### config.mk
export PLATFORM = sky130hd
export DESIGN_NAME = idex_pipe_reg
export DESIGN_NICKNAME = d
export VERILOG_FILES = /design/src/rtl/idex_pipe_reg.sv
export SDC_FILE = /design/constraint.sdc
export NUM_CORES = 1
export LEC_CHECK = 0
export ABC_AREA = 1
export BUFFER_PORTS_ARGS = -buffer_cell sky130_fd_sc_hd__clkbuf_2
export CAP_MARGIN = 20
export CORE_MARGIN = 2
export CORE_UTILIZATION = 49
export CTS_CLUSTER_SIZE = 28
export DETAILED_ROUTE_END_ITERATION = 8
export GPL_ROUTABILITY_DRIVEN = 0
export PLACE_DENSITY_LB_ADDON = 0.25
export SLEW_MARGIN = 5
export SYNTH_ARGS = -nofsm -noshare
export SYNTH_HDL_FRONTEND = slang
export SYNTH_SLANG_ARGS = --single-unit
### constraint.sdc
create_clock -name clk -period 1.7 [get_ports clk]
set_clock_uncertainty 0.05 [all_clocks]
set_input_delay 0.425 -clock clk [delete_from_list [all_inputs] [get_ports clk]]
set_output_delay 0.425 -clock clk [all_outputs]
set_load 0.1 [all_outputs]
### src/rtl/idex_pipe_reg.sv
// rtl/idex_pipe_reg.sv - ID->EX pipeline register with skid buffer, flush, bubble and stall counter
module idex_pipe_reg #(
   parameter int DATA_W   = 32,
   parameter int ADDR_W   = 5,
   parameter int ALUOP_W  = 8,
   parameter int ALUSEL_W = 3,
   parameter int CNT_W    = 16
) (
   input  logic                clk,
   input  logic                rst,
   input  logic                flush,
   input  logic                id_valid,
   output logic                id_ready,
   input  logic [ALUOP_W-1:0]  id_aluop,
   input  logic [ALUSEL_W-1:0] id_alusel,
   input  logic [DATA_W-1:0]   id_reg1,
   input  logic [DATA_W-1:0]   id_reg2,
   input  logic [ADDR_W-1:0]   id_wreg_addr,
   input  logic                id_wreg_enable,
   input  logic [DATA_W-1:0]   id_link_address,
   input  logic                id_is_in_delayslot,
   input  logic                next_inst_in_delayslot_i,
   output logic                ex_valid,
   input  logic                ex_ready,
   output logic [ALUOP_W-1:0]  ex_aluop,
   output logic [ALUSEL_W-1:0] ex_alusel,
   output logic [DATA_W-1:0]   ex_reg1,
   output logic [DATA_W-1:0]   ex_reg2,
   output logic [ADDR_W-1:0]   ex_wreg_addr,
   output logic                ex_wreg_enable,
   output logic [DATA_W-1:0]   ex_link_address,
   output logic                ex_is_in_delayslot,
   output logic                is_in_delayslot_o,
   output logic [CNT_W-1:0]    stall_cnt
);

   localparam int PAY_W = ALUOP_W + ALUSEL_W + 3*DATA_W + ADDR_W + 2;

   typedef enum logic [1:0] {EMPTY, ONE, TWO} state_t;

   state_t             state, state_nx;
   logic [PAY_W-1:0]   main_q, main_nx, skid_q, id_pay;
   logic               skid_load;
   logic               accept, retire;

   assign id_pay = {id_aluop, id_alusel, id_reg1, id_reg2, id_wreg_addr,
                    id_wreg_enable, id_link_address, id_is_in_delayslot};

   // An all-zero payload is the NOP bubble.
   assign {ex_aluop, ex_alusel, ex_reg1, ex_reg2, ex_wreg_addr,
           ex_wreg_enable, ex_link_address, ex_is_in_delayslot} = main_q;

   assign accept = id_valid & id_ready;
   assign retire = ex_valid & ex_ready;

   always_comb begin
      state_nx  = state;
      main_nx   = main_q;
      skid_load = 1'b0;
      case (state)
         EMPTY: begin
            if (accept) begin
               state_nx = ONE;
               main_nx  = id_pay;
            end
         end
         ONE: begin
            if (accept && retire) begin
               main_nx = id_pay;
            end else if (accept) begin
               state_nx  = TWO;
               skid_load = 1'b1;
            end else if (retire) begin
               state_nx = EMPTY;
               main_nx  = '0;
            end
         end
         TWO: begin
            if (retire) begin
               state_nx = ONE;
               main_nx  = skid_q;
            end
         end
         default: begin
            state_nx = EMPTY;
            main_nx  = '0;
         end
      endcase
   end

   // id_ready and ex_valid are flops loaded from the next state, so ex_ready never reaches id_ready combinationally.
   always_ff @(posedge clk) begin
      if (rst || flush) begin
         state             <= EMPTY;
         main_q            <= '0;
         skid_q            <= '0;
         id_ready          <= 1'b1;
         ex_valid          <= 1'b0;
         is_in_delayslot_o <= 1'b0;
      end else begin
         state    <= state_nx;
         main_q   <= main_nx;
         id_ready <= (state_nx != TWO);
         ex_valid <= (state_nx != EMPTY);
         if (skid_load)
            skid_q <= id_pay;
         if (accept)
            is_in_delayslot_o <= next_inst_in_delayslot_i;
      end
   end

   // Flush leaves the counter alone; it is a performance statistic.
   always_ff @(posedge clk) begin
      if (rst)
         stall_cnt <= '0;
      else if (ex_valid && !ex_ready && (stall_cnt != {CNT_W{1'b1}}))
         stall_cnt <= stall_cnt + 1'b1;
   end

endmodule

==> run metrics, run 1 <==
status completed; met1 WL 13600 um; Worst Max-Slew Pin Slew between 500 and 600 ps; Fill cells roughly 1900; total grt overflow 0; average wire per standard cell 15.2 um; Tmin final roughly 1700 ps; largest net degree at the start of global routing 51; Critical R2R Launch state[0]; Final nets ~1900; layout cells sized above 1 21.2%; clk sinks 249; final hold violations 0; Hold/Removal Path Class primary input to flip-flop; first-pass GRT wire length roughly 53000 um; mux contribution to synthesized area 0%; setup TNS 0 ps; antenna violations before repair 2; slowest stage delay, CP 370 ps; clk_lat worst skew ~520 ps; nature of the critical path endpoint output port; Arrival @ worst endpoint 1200 ps; Die Y 153 um; Netlist Area Pre-Place 0.0109 mm2; Simple-Gate Fraction of Synth Area 25.3%; post-synthesis xor/xnor area fraction less than 1%; Lkg Pwr 5.78 nW; DRC viols 0; CTS tree built; routed wire length on met2 14700 um; H-tree levels 1; Port-buffer cells ~250; critical-path maximum fanout 2; Worst VDD drop 0.683 mV; Max Used Layer met5; Relative slew margins 64.8%; complex-gate fraction of the synthesized area 20.5%; # setup viols final 0; Final WS setup 22.5 ps; DR pass1 iterations 5; count of buffer and inverter cells on the critical path 1; clock buffer depth 3; drt total wl 31600 um; Worst-path clk slew 60 ps; CP startpoint kind flip-flop; All-Layer GR Usage 26.2%; slowest cell on the critical path dfxtp_1; combinational family with the most area after synthesis simple AND/OR/NAND/NOR gates; antenna-violating nets left 0; CP top delay family flip-flops; pre-CTS setup slack -54.9 ps; post-layout util ~65%; detailed router's first-iteration violation count 611; sequential area share after synthesis a little under half; YS warnings 0; FP Rows between 50 and 60; Crit Path Category flip-flop to output port; dpl cells just over 2000; fmax 596 MHz; Final Cycle Share 98.7%; Die Wd 153 um; WL met3 2460 um; io pins 253; worst-path cell chain buf_4; P&R area growth vs syn 30.9%; PwrDens 984 mW/mm2; Starting Density 50.0%; Setup crit start main_q[105]; Mapped Cells about 1600; Syn Nets 1686; dpl hpwl 20200 um; Vias per Instance 5.44; Root Driver clkbuf_16; max_cap viols 0; die area between 0.02 and 0.025 mm2; Worst Min Path Start id_reg2[26]; post-synthesis register bit count 249; post-route insts no fill 2080; Slew Limit Fails 0; Core ar. 0.0219 mm2; post-synth cell types 24; Mean Syn Cell Area 6.99 um2; worst endpoint required time 1220 ps; Synth Area in Adders 0.114%; vias in the first global route 10700; total power 14.1 mW; Via Count about 11000; CTS Buf Count 26
-- path summary, 6_finish.rpt --
check,endpoint,slack (ps),depth (start not counted)
max,ex_alusel[2],20,1
min,skid_q[65],100,3
max reg2reg,skid_q[88],110,6
min reg2reg,skid_q[26],400,2
-- cells by family (layout without fill, tap and decap cells) --
family / Yosys count / count (layout)
AND/OR/NAND/NOR: 682 / 682
adder cells (fa/ha/maj): 1 / 1
flip-flops: 249 / 249
XOR/XNOR: 6 / 6
AO/OA/AOI/OAI: 408 / 408
buffers and inverters: 219 / 453
other: 0 / 1
-- Yosys cell counts, drive strengths merged --
library cell,count,area (um2)
xor2,4,35.0
inv,101,379
o21ai,119,596
buf,37,191
clkbuf,80,300
ha,1,12.5
nor3,1,16.3
nand3b,1,7.51
xnor2,2,17.5
dfxtp,249,4980
nand2,434,1630
nor2,105,404
a21oi,210,1050
clkinv,1,3.75
nand4,5,31.3
nand3,136,681
o211ai,79,593
-- per-stage QoR --
stage               hold slack (ps)  cell area (um2)
floorplan                       375            11000
global placement                384            13000
detailed placement              393            13000
CTS                            74.6            14300
global route                    109            14300
finish                         97.8            14300
-- power by group --
part           switching (mW)  leakage, nW  internal (mW)  total [mW]
registers              0.0814         2.03           5.97        6.05
clock network            2.33        0.406           3.23        5.57
logic                    1.74         3.35          0.722        2.47
-- final cells by class --
cell class	instances	area, um2	share of cell area [%]
multi-input combinational	1097	5150	35.9
sequential	249	5040	35.2
timing repair buffer	305	2560	17.9
clock buffer	40	764	5.34
inverter	102	393	2.74
tap	280	350	2.45
clock inverter	6	56.3	0.393
antenna	1	2.50	0.0175
-- flip-flops by register name, indices dropped and copies added (netlist names) --
name	flops
main_q	114
skid_q	114
stall_cnt	16
state	2
ex_valid	1
id_ready	1
is_in_delayslot_o	1
-- layout by cell type (no fill, tap or decap), types with 2 or more instances in the layout --
cell,count
nand2_1,431
dfxtp_1,230
a21oi_1,208
nand3_1,136
clkbuf_2,119
nor2_1,99
inv_1,95
o211ai_1,79
buf_4,68
o21ai_0,61
o21ai_1,56
clkbuf_4,52
clkbuf_8,34
buf_12,28
clkbuf_16,27
dfxtp_4,12
clkbuf_1,9
buf_6,7
dfxtp_2,7
nand4_1,5
xor2_1,4
nor2_4,4
clkinv_2,4
inv_2,3
inv_4,3
nor2_2,2
xnor2_1,2
a21oi_2,2
nand2_2,2
-- routing by layer --
| metal | vias to the layer above | track usage [%] |
|---|---|---|
| met5 | - | 0 |
| met4 | 2 | 8.26 |
| met3 | 63 | 5.19 |
| met2 | 389 | 43.2 |
| met1 | 5235 | 34.8 |
| li1 | 5617 | - |
-- what timing repair did --
| action | in CTS | in global routing |
|---|---|---|
| setup buffers | 0 | 1 |
| hold buffers | 0 | 0 |
| pin swaps | 0 | 1 |
| resized for setup | 144 | 34 |
| setup endpoints to repair | 114 | 163 |
(Power assumes the default switching activity.)
==> run 2: changes to the inputs <==
==> constraint.sdc (replaced) <==
create_clock -name clk -period 1.7 [get_ports clk]
set_clock_uncertainty 0.05 [all_clocks]
set_input_delay 0.51 -clock clk [delete_from_list [all_inputs] [get_ports clk]]
set_output_delay 0.51 -clock clk [all_outputs]
set_load 0.1 [all_outputs]
==> run 2 against run 1 <==
  * Utilization increased by 7.2 points
  * Wire length increased by 10%
  * Worst setup slack worse by 15 ps
  * Hold slack improved by 74 ps
  * Non-clock buffer count grew 2
  * Fmax down 0.88%
  * Power rose by 8.4%
  * Sequential share of layout area decreased by 2.9 points
  * Global-route usage grew 0.88 points
  * Combinational power grew 11%
  * Flip-flop and latch count stayed put
  * First-iteration DRC count grew 40%
==> run metrics, run 2 (synthesized netlist as in run 1, its figures left out) <==
status completed (unchanged); layout cells sized above 1 25.3% (was 21.2%); r2r endpoint main_q[84] (was skid_q[88]); Port-buffer cells 252 (unchanged); io pins 253 (unchanged); antenna violations before repair 1 (was 2); first-pass GRT wire length 53800 um (was 52600 um); Via Count 11600 (was 11300); Arrival @ worst endpoint 1130 ps (was 1200 ps); RSZ-0062 raised after global routing true; Die Wd 153 um (unchanged); DRC viols 0 (unchanged); Post-CTS Hold Buffers 0 (unchanged); H-tree levels 1 (unchanged); clk sinks 249 (unchanged); post-route insts no fill 2084 (was 2080); largest net degree at the start of global routing 51 (unchanged); Worst VDD drop 0.851 mV (was 0.683 mV); DR pass1 iterations 5 (unchanged); reg2reg setup slack 40 ps (was 110 ps); Crit Path Category flip-flop to output port (unchanged); Final Cycle Share 99.6% (was 98.7%); Die Y 153 um (unchanged); Vias per Instance 5.56 (was 5.44); detailed router's first-iteration violation count 856 (was 611); antenna-violating nets left 0 (unchanged); clock buffer depth 3 (unchanged); nature of the critical path endpoint output port (unchanged); most frequent cells in the layout nand2_1 (430), a21oi_1 (207), dfxtp_1 (165) (was nand2_1 (431), dfxtp_1 (230), a21oi_1 (208)); Relative slew margins 66.2% (was 64.8%); CTS tree built (unchanged); CP startpoint kind flip-flop (unchanged); Slew Limit Fails 0 (unchanged); clk_lat worst skew 530 ps (was 520 ps); Setup crit start main_q[86] (was main_q[105]); R2R depth 8 (was 6); Worst-path clk slew 60 ps (about the same); Final nets 1905 (was 1902); Tmin final 1690 ps (was 1680 ps); die area 0.0235 mm2 (unchanged); crit path to ex_reg1[15] (was ex_alusel[2]); Core ar. 0.0219 mm2 (unchanged); WHS 172 ps (was 97.8 ps); # setup viols final 0 (unchanged); count of buffer and inverter cells on the critical path 1 (unchanged); FP Rows 54 (unchanged); Lkg Pwr 6.23 nW (was 5.78 nW); Critical R2R Launch state[1] (was state[0]); slowest cell on the critical path dfxtp_1 (unchanged); critical-path maximum fanout 2 (unchanged); P&R area growth vs syn 45.2% (was 30.9%); final hold violations 0 (unchanged); biggest regs main_q x114, skid_q x114, stall_cnt x16 (unchanged); average wire per standard cell 16.7 um (was 15.2 um); worst-path cell chain buf_8 (was buf_4); dpl hpwl 20100 um (was 20200 um); slowest stage delay, CP 390 ps (was 370 ps); drt total wl 34800 um (was 31600 um); most common cell after layout, fill and taps aside nand2_1 (unchanged); Multi-input gate area 0.00515 mm2 (about the same); Root Driver clkbuf_16 (unchanged); stages on the worst setup path 1 (unchanged); total grt overflow 0 (unchanged); Starting Density 50.0% (unchanged); Sequential Area 0.00513 mm2 (was 0.00504 mm2); max_cap viols 0 (unchanged); CTS Buf Count 27 (was 26); Fill cells 1636 (was 1936); Hold/Removal Path Class primary input to flip-flop (unchanged); vias in the first global route 10800 (was 10700); CP top delay family flip-flops (unchanged); dpl cells 2032 (unchanged); fmax 591 MHz (was 596 MHz); worst endpoint required time 1140 ps (was 1220 ps); PwrDens 961 mW/mm2 (was 984 mW/mm2); All-Layer GR Usage 27.1% (was 26.2%); Worst Max-Slew Pin Slew 508 ps (was 529 ps)
## run 2: how the worst min path moves through the flow
stage / startpoint / end / slack, ps / cells after the start
finish: id_reg1[0] / skid_q[71] / 170 / 3
global route: id_reg1[5] / skid_q[76] / 160 / 3
CTS: id_reg1[0] / skid_q[71] / 150 / 3
detailed placement: skid_q[113] / skid_q[113] / 390 / 2
global placement: skid_q[45] / skid_q[45] / 390 / 2
floorplan: skid_q[113] / skid_q[113] / 370 / 2
## run 2: metrics by stage
| stage | util [%] | setup WS (ps) | cell area (um2) | TNS, ps | power (mW) |
|---|---|---|---|---|---|
| floorplan | - | 1.07 | 11000 | 0 | 7.81 |
| global placement | 61.6 | -145 | 13500 | -11350 | 8.63 |
| detailed placement | 61.6 | -125 | 13500 | -16290 | 8.65 |
| CTS | 69.4 | 0.464 | 15200 | 0 | 15.1 |
| global route | 72.6 | -27.5 | 15900 | -105 | 15.8 |
| finish | 72.6 | 7.58 | 15900 | 0 | 15.3 |
## run 2: cell type report
class / instances / share of cell area, %
clock buffer: 39 / 5.18
tap: 280 / 2.21
timing repair buffer: 307 / 24.4
sequential: 249 / 32.3
inverter: 102 / 2.47
clock inverter: 9 / 0.937
multi-input combinational: 1097 / 32.5
antenna: 1 / 0.0158
## run 2: power breakdown
part	internal [mW]	switching (mW)	leakage (nW)	total (mW)
clock network	3.95	2.46	0.482	6.41
registers	5.98	0.138	2.06	6.11
logic	0.955	1.79	3.69	2.74
## run 2: what timing repair did
item / 4_1_cts / 5_1_grt
endpoints found under the setup margin: 121 / 265
setup buffers: 1 / 2
gates resized for setup: 200 / 190
## run 2: routing by layer
metal / global-route usage [%] / wire length [um] / part of all wire [%]
met5: 0 / 0 / 0
met4: 8.08 / 921 / 2.6
met3: 5.76 / 2700 / 7.8
met2: 46.4 / 16900 / 49
met1: 34.5 / 14200 / 41
==> run 3: changes to the inputs <==
--- a/config.mk
+++ b/config.mk
@@ -11,3 +11,3 @@
 export CORE_MARGIN = 2
-export CORE_UTILIZATION = 49
+export CORE_UTILIZATION = 40
 export CTS_CLUSTER_SIZE = 28
==> constraint.sdc (replaced) <==
create_clock -name clk -period 1.7 [get_ports clk]
set_clock_uncertainty 0.05 [all_clocks]
set_input_delay 0.425 -clock clk [delete_from_list [all_inputs] [get_ports clk]]
set_output_delay 0.425 -clock clk [all_outputs]
set_load 0.1 [all_outputs]
==> run 3 against run 2 <==
  * Via count decreased by 3.8%
  * Utilization fell by 18 points
  * Non-clock buffer count increased by 6
  * Hold slack got worse by 89 ps
  * Critical path depth unchanged
  * Power shrank 3.9%
  * Combinational power is 8.8% lower
  * Global-route usage down 5.3 points
==> run metrics, run 3 (synthesized netlist as in run 1, its figures left out) <==
status completed (unchanged); critical-path maximum fanout 2 (unchanged); ANT cells 0 (was 1); antenna-violating nets left 0 (unchanged); P&R area growth vs syn 34.0% (was 45.2%); vias in the first global route 10300 (was 10800); All-Layer GR Usage 21.8% (was 27.1%); Lkg Pwr 5.91 nW (was 6.23 nW); fin area 0.0147 mm2 (was 0.0159 mm2); total power 14.7 mW (was 15.3 mW); H-tree levels 1 (unchanged); Port-buffer cells 252 (unchanged); Post-CTS Hold Buffers 0 (unchanged); Hold Path End skid_q[71] (unchanged); Die Wd 169 um (was 153 um); # setup viols final 0 (unchanged); Worst-path clk slew 60 ps (about the same); clk_lat worst skew 530 ps (about the same); detailed router's first-iteration violation count 903 (was 856); Worst Max-Slew Pin Slew 504 ps (was 508 ps); biggest regs main_q x114, skid_q x114, stall_cnt x16 (unchanged); dpl cells 2099 (was 2032); antenna violations before repair 2 (was 1); final hold violations 0 (unchanged); DRC viols 0 (unchanged); CTS tree built (unchanged); Vias per Instance 5.18 (was 5.56); most frequent cells in the layout nand2_1 (430), dfxtp_1 (231), a21oi_1 (207) (was nand2_1 (430), a21oi_1 (207), dfxtp_1 (165)); Crit Path Category flip-flop to output port (unchanged); clock buffer depth 3 (unchanged); DR pass1 iterations 6 (was 5); WHS 83.1 ps (was 172 ps); r2r endpoint skid_q[13] (was main_q[84]); Top Usage Layer GRT met2 (unchanged); CP startpoint kind flip-flop (unchanged); average wire per standard cell 15.1 um (was 16.7 um); post-layout util 54.5% (was 72.6%); Final nets 1912 (was 1905); Tmin final 1670 ps (was 1690 ps); count of buffer and inverter cells on the critical path 1 (unchanged); Worst VDD drop 0.699 mV (was 0.851 mV); Post-Place Cell Area 0.0130 mm2 (was 0.0135 mm2); Arrival @ worst endpoint 1200 ps (was 1130 ps); most common cell after layout, fill and taps aside nand2_1 (unchanged); total grt overflow 0 (unchanged); met1 Use GR 29.5% (was 34.5%); Critical R2R Launch ex_valid (was state[1]); Slew Limit Fails 0 (unchanged); dpl hpwl 21000 um (was 20100 um); Worst Min Path Start id_reg1[0] (unchanged); Die Y 169 um (was 153 um); Root Driver clkbuf_16 (unchanged); Hold Path Cell Cnt 3 (unchanged); fmax 599 MHz (was 591 MHz); max_cap viols 0 (unchanged); worst-path cell chain clkbuf_8 (was buf_8); largest net degree at the start of global routing 77 (was 51); io pins 253 (unchanged); slowest cell on the critical path dfxtp_1 (unchanged); die area 0.0287 mm2 (was 0.0235 mm2); drt total wl 32500 um (was 34800 um); worst endpoint required time 1220 ps (was 1140 ps); clk sinks 249 (unchanged); first-pass GRT wire length 51900 um (was 53800 um); M3 GR Usage 4.99% (was 5.76%); nature of the critical path endpoint output port (unchanged); Hold/Removal Path Class primary input to flip-flop (unchanged); CP top delay family flip-flops (unchanged); FP Rows 60 (was 54); pre-CTS setup slack -129 ps (was -125 ps); RSZ-0062 raised after global routing true (unchanged); Via Count 11100 (was 11600); slowest stage delay, CP 390 ps (about the same); Final Cycle Share 98.2% (was 99.6%); met2 GRT Util 35.1% (was 46.4%); Core ar. 0.0269 mm2 (was 0.0219 mm2); Starting Density 40.7% (was 50.0%); post-route insts no fill 2153 (was 2084); Relative slew margins 66.4% (was 66.2%); PwrDens 1000 mW/mm2 (was 961 mW/mm2); CTS Buf Count 28 (was 27); layout cells sized above 1 22.0% (was 25.3%); setup TNS 0 ps (unchanged); reg2reg setup slack 60 ps (was 40 ps); R2R depth 8 (unchanged); Final WS setup 29.8 ps (was 7.58 ps)
run 3: cell count changes in the layout (fill, tap and decap cells not counted), moves of 2 or more:
cell        before  now
clkbuf_1         4    6
buf_4           23  100
bufinv_16        4    1
buf_12         137   26
clkbuf_4         0   12
clkinvlp_4       0    2
clkbuf_16       29   31
buf_6           13   24
clkbuf_8         6   36
dfxtp_2         68    6
dfxtp_4         16   12
buf_8           15    2
dfxtp_1        165  231
run 3: where the power goes:
part	leakage, nW	switching (mW)	total (mW)	internal, mW
Sequential	2.03	0.0859	6.06	5.97
Combinational	3.42	1.76	2.50	0.746
Clock	0.464	2.42	6.12	3.70
run 3: how the worst max path moves through the flow:
stage | start | to | slack [ps] | cells past startpoint
global placement | ex_ready | id_ready | -130 | 8
detailed placement | ex_ready | skid_q[17] | -130 | 9
floorplan | stall_cnt[0] | stall_cnt[14] | 1 | 9
CTS | stall_cnt[13] | stall_cnt[13] | 0.4 | 1
finish | main_q[56] | ex_reg2[17] | 30 | 1
global route | state[0] | main_q[85] | -40 | 7
run 3: final cells by class:
cell class / count / area (um2)
Clock buffer: 44 / 883
Timing Repair Buffer: 313 / 2700
Clock inverter: 7 / 65.1
Fill cell: 2526 / 12200
Inverter: 102 / 399
Multi-Input combinational cell: 1097 / 5150
Sequential cell: 249 / 5040
Tap cell: 341 / 427
run 3: routing by layer:
metal  vias up  share of wire, %  wire, um
li1       5628                 -         -
met1      5129                46     14800
met2       324                45     14600
met5         -             0.083        27
met4         4               2.3       761
met3        58               7.1      2320
run 3: timing repair:
| item | 4_1_cts | 5_1_grt |
|---|---|---|
| endpoints found under the setup margin | 113 | 187 |
| buffers inserted | 0 | 2 |
| pin swaps | 0 | 1 |
| resized for setup | 142 | 96 |
| cloned | 0 | 1 |
run 3: worst reg2reg max path: stages (launching register included):
cell and delay, ps:
dfxtp_4 350, nand2_2 60, inv_1 100, nor3_4 290, inv_6 120, buf_12 190
buf_12 150, o21ai_0 160, a21oi_1 60
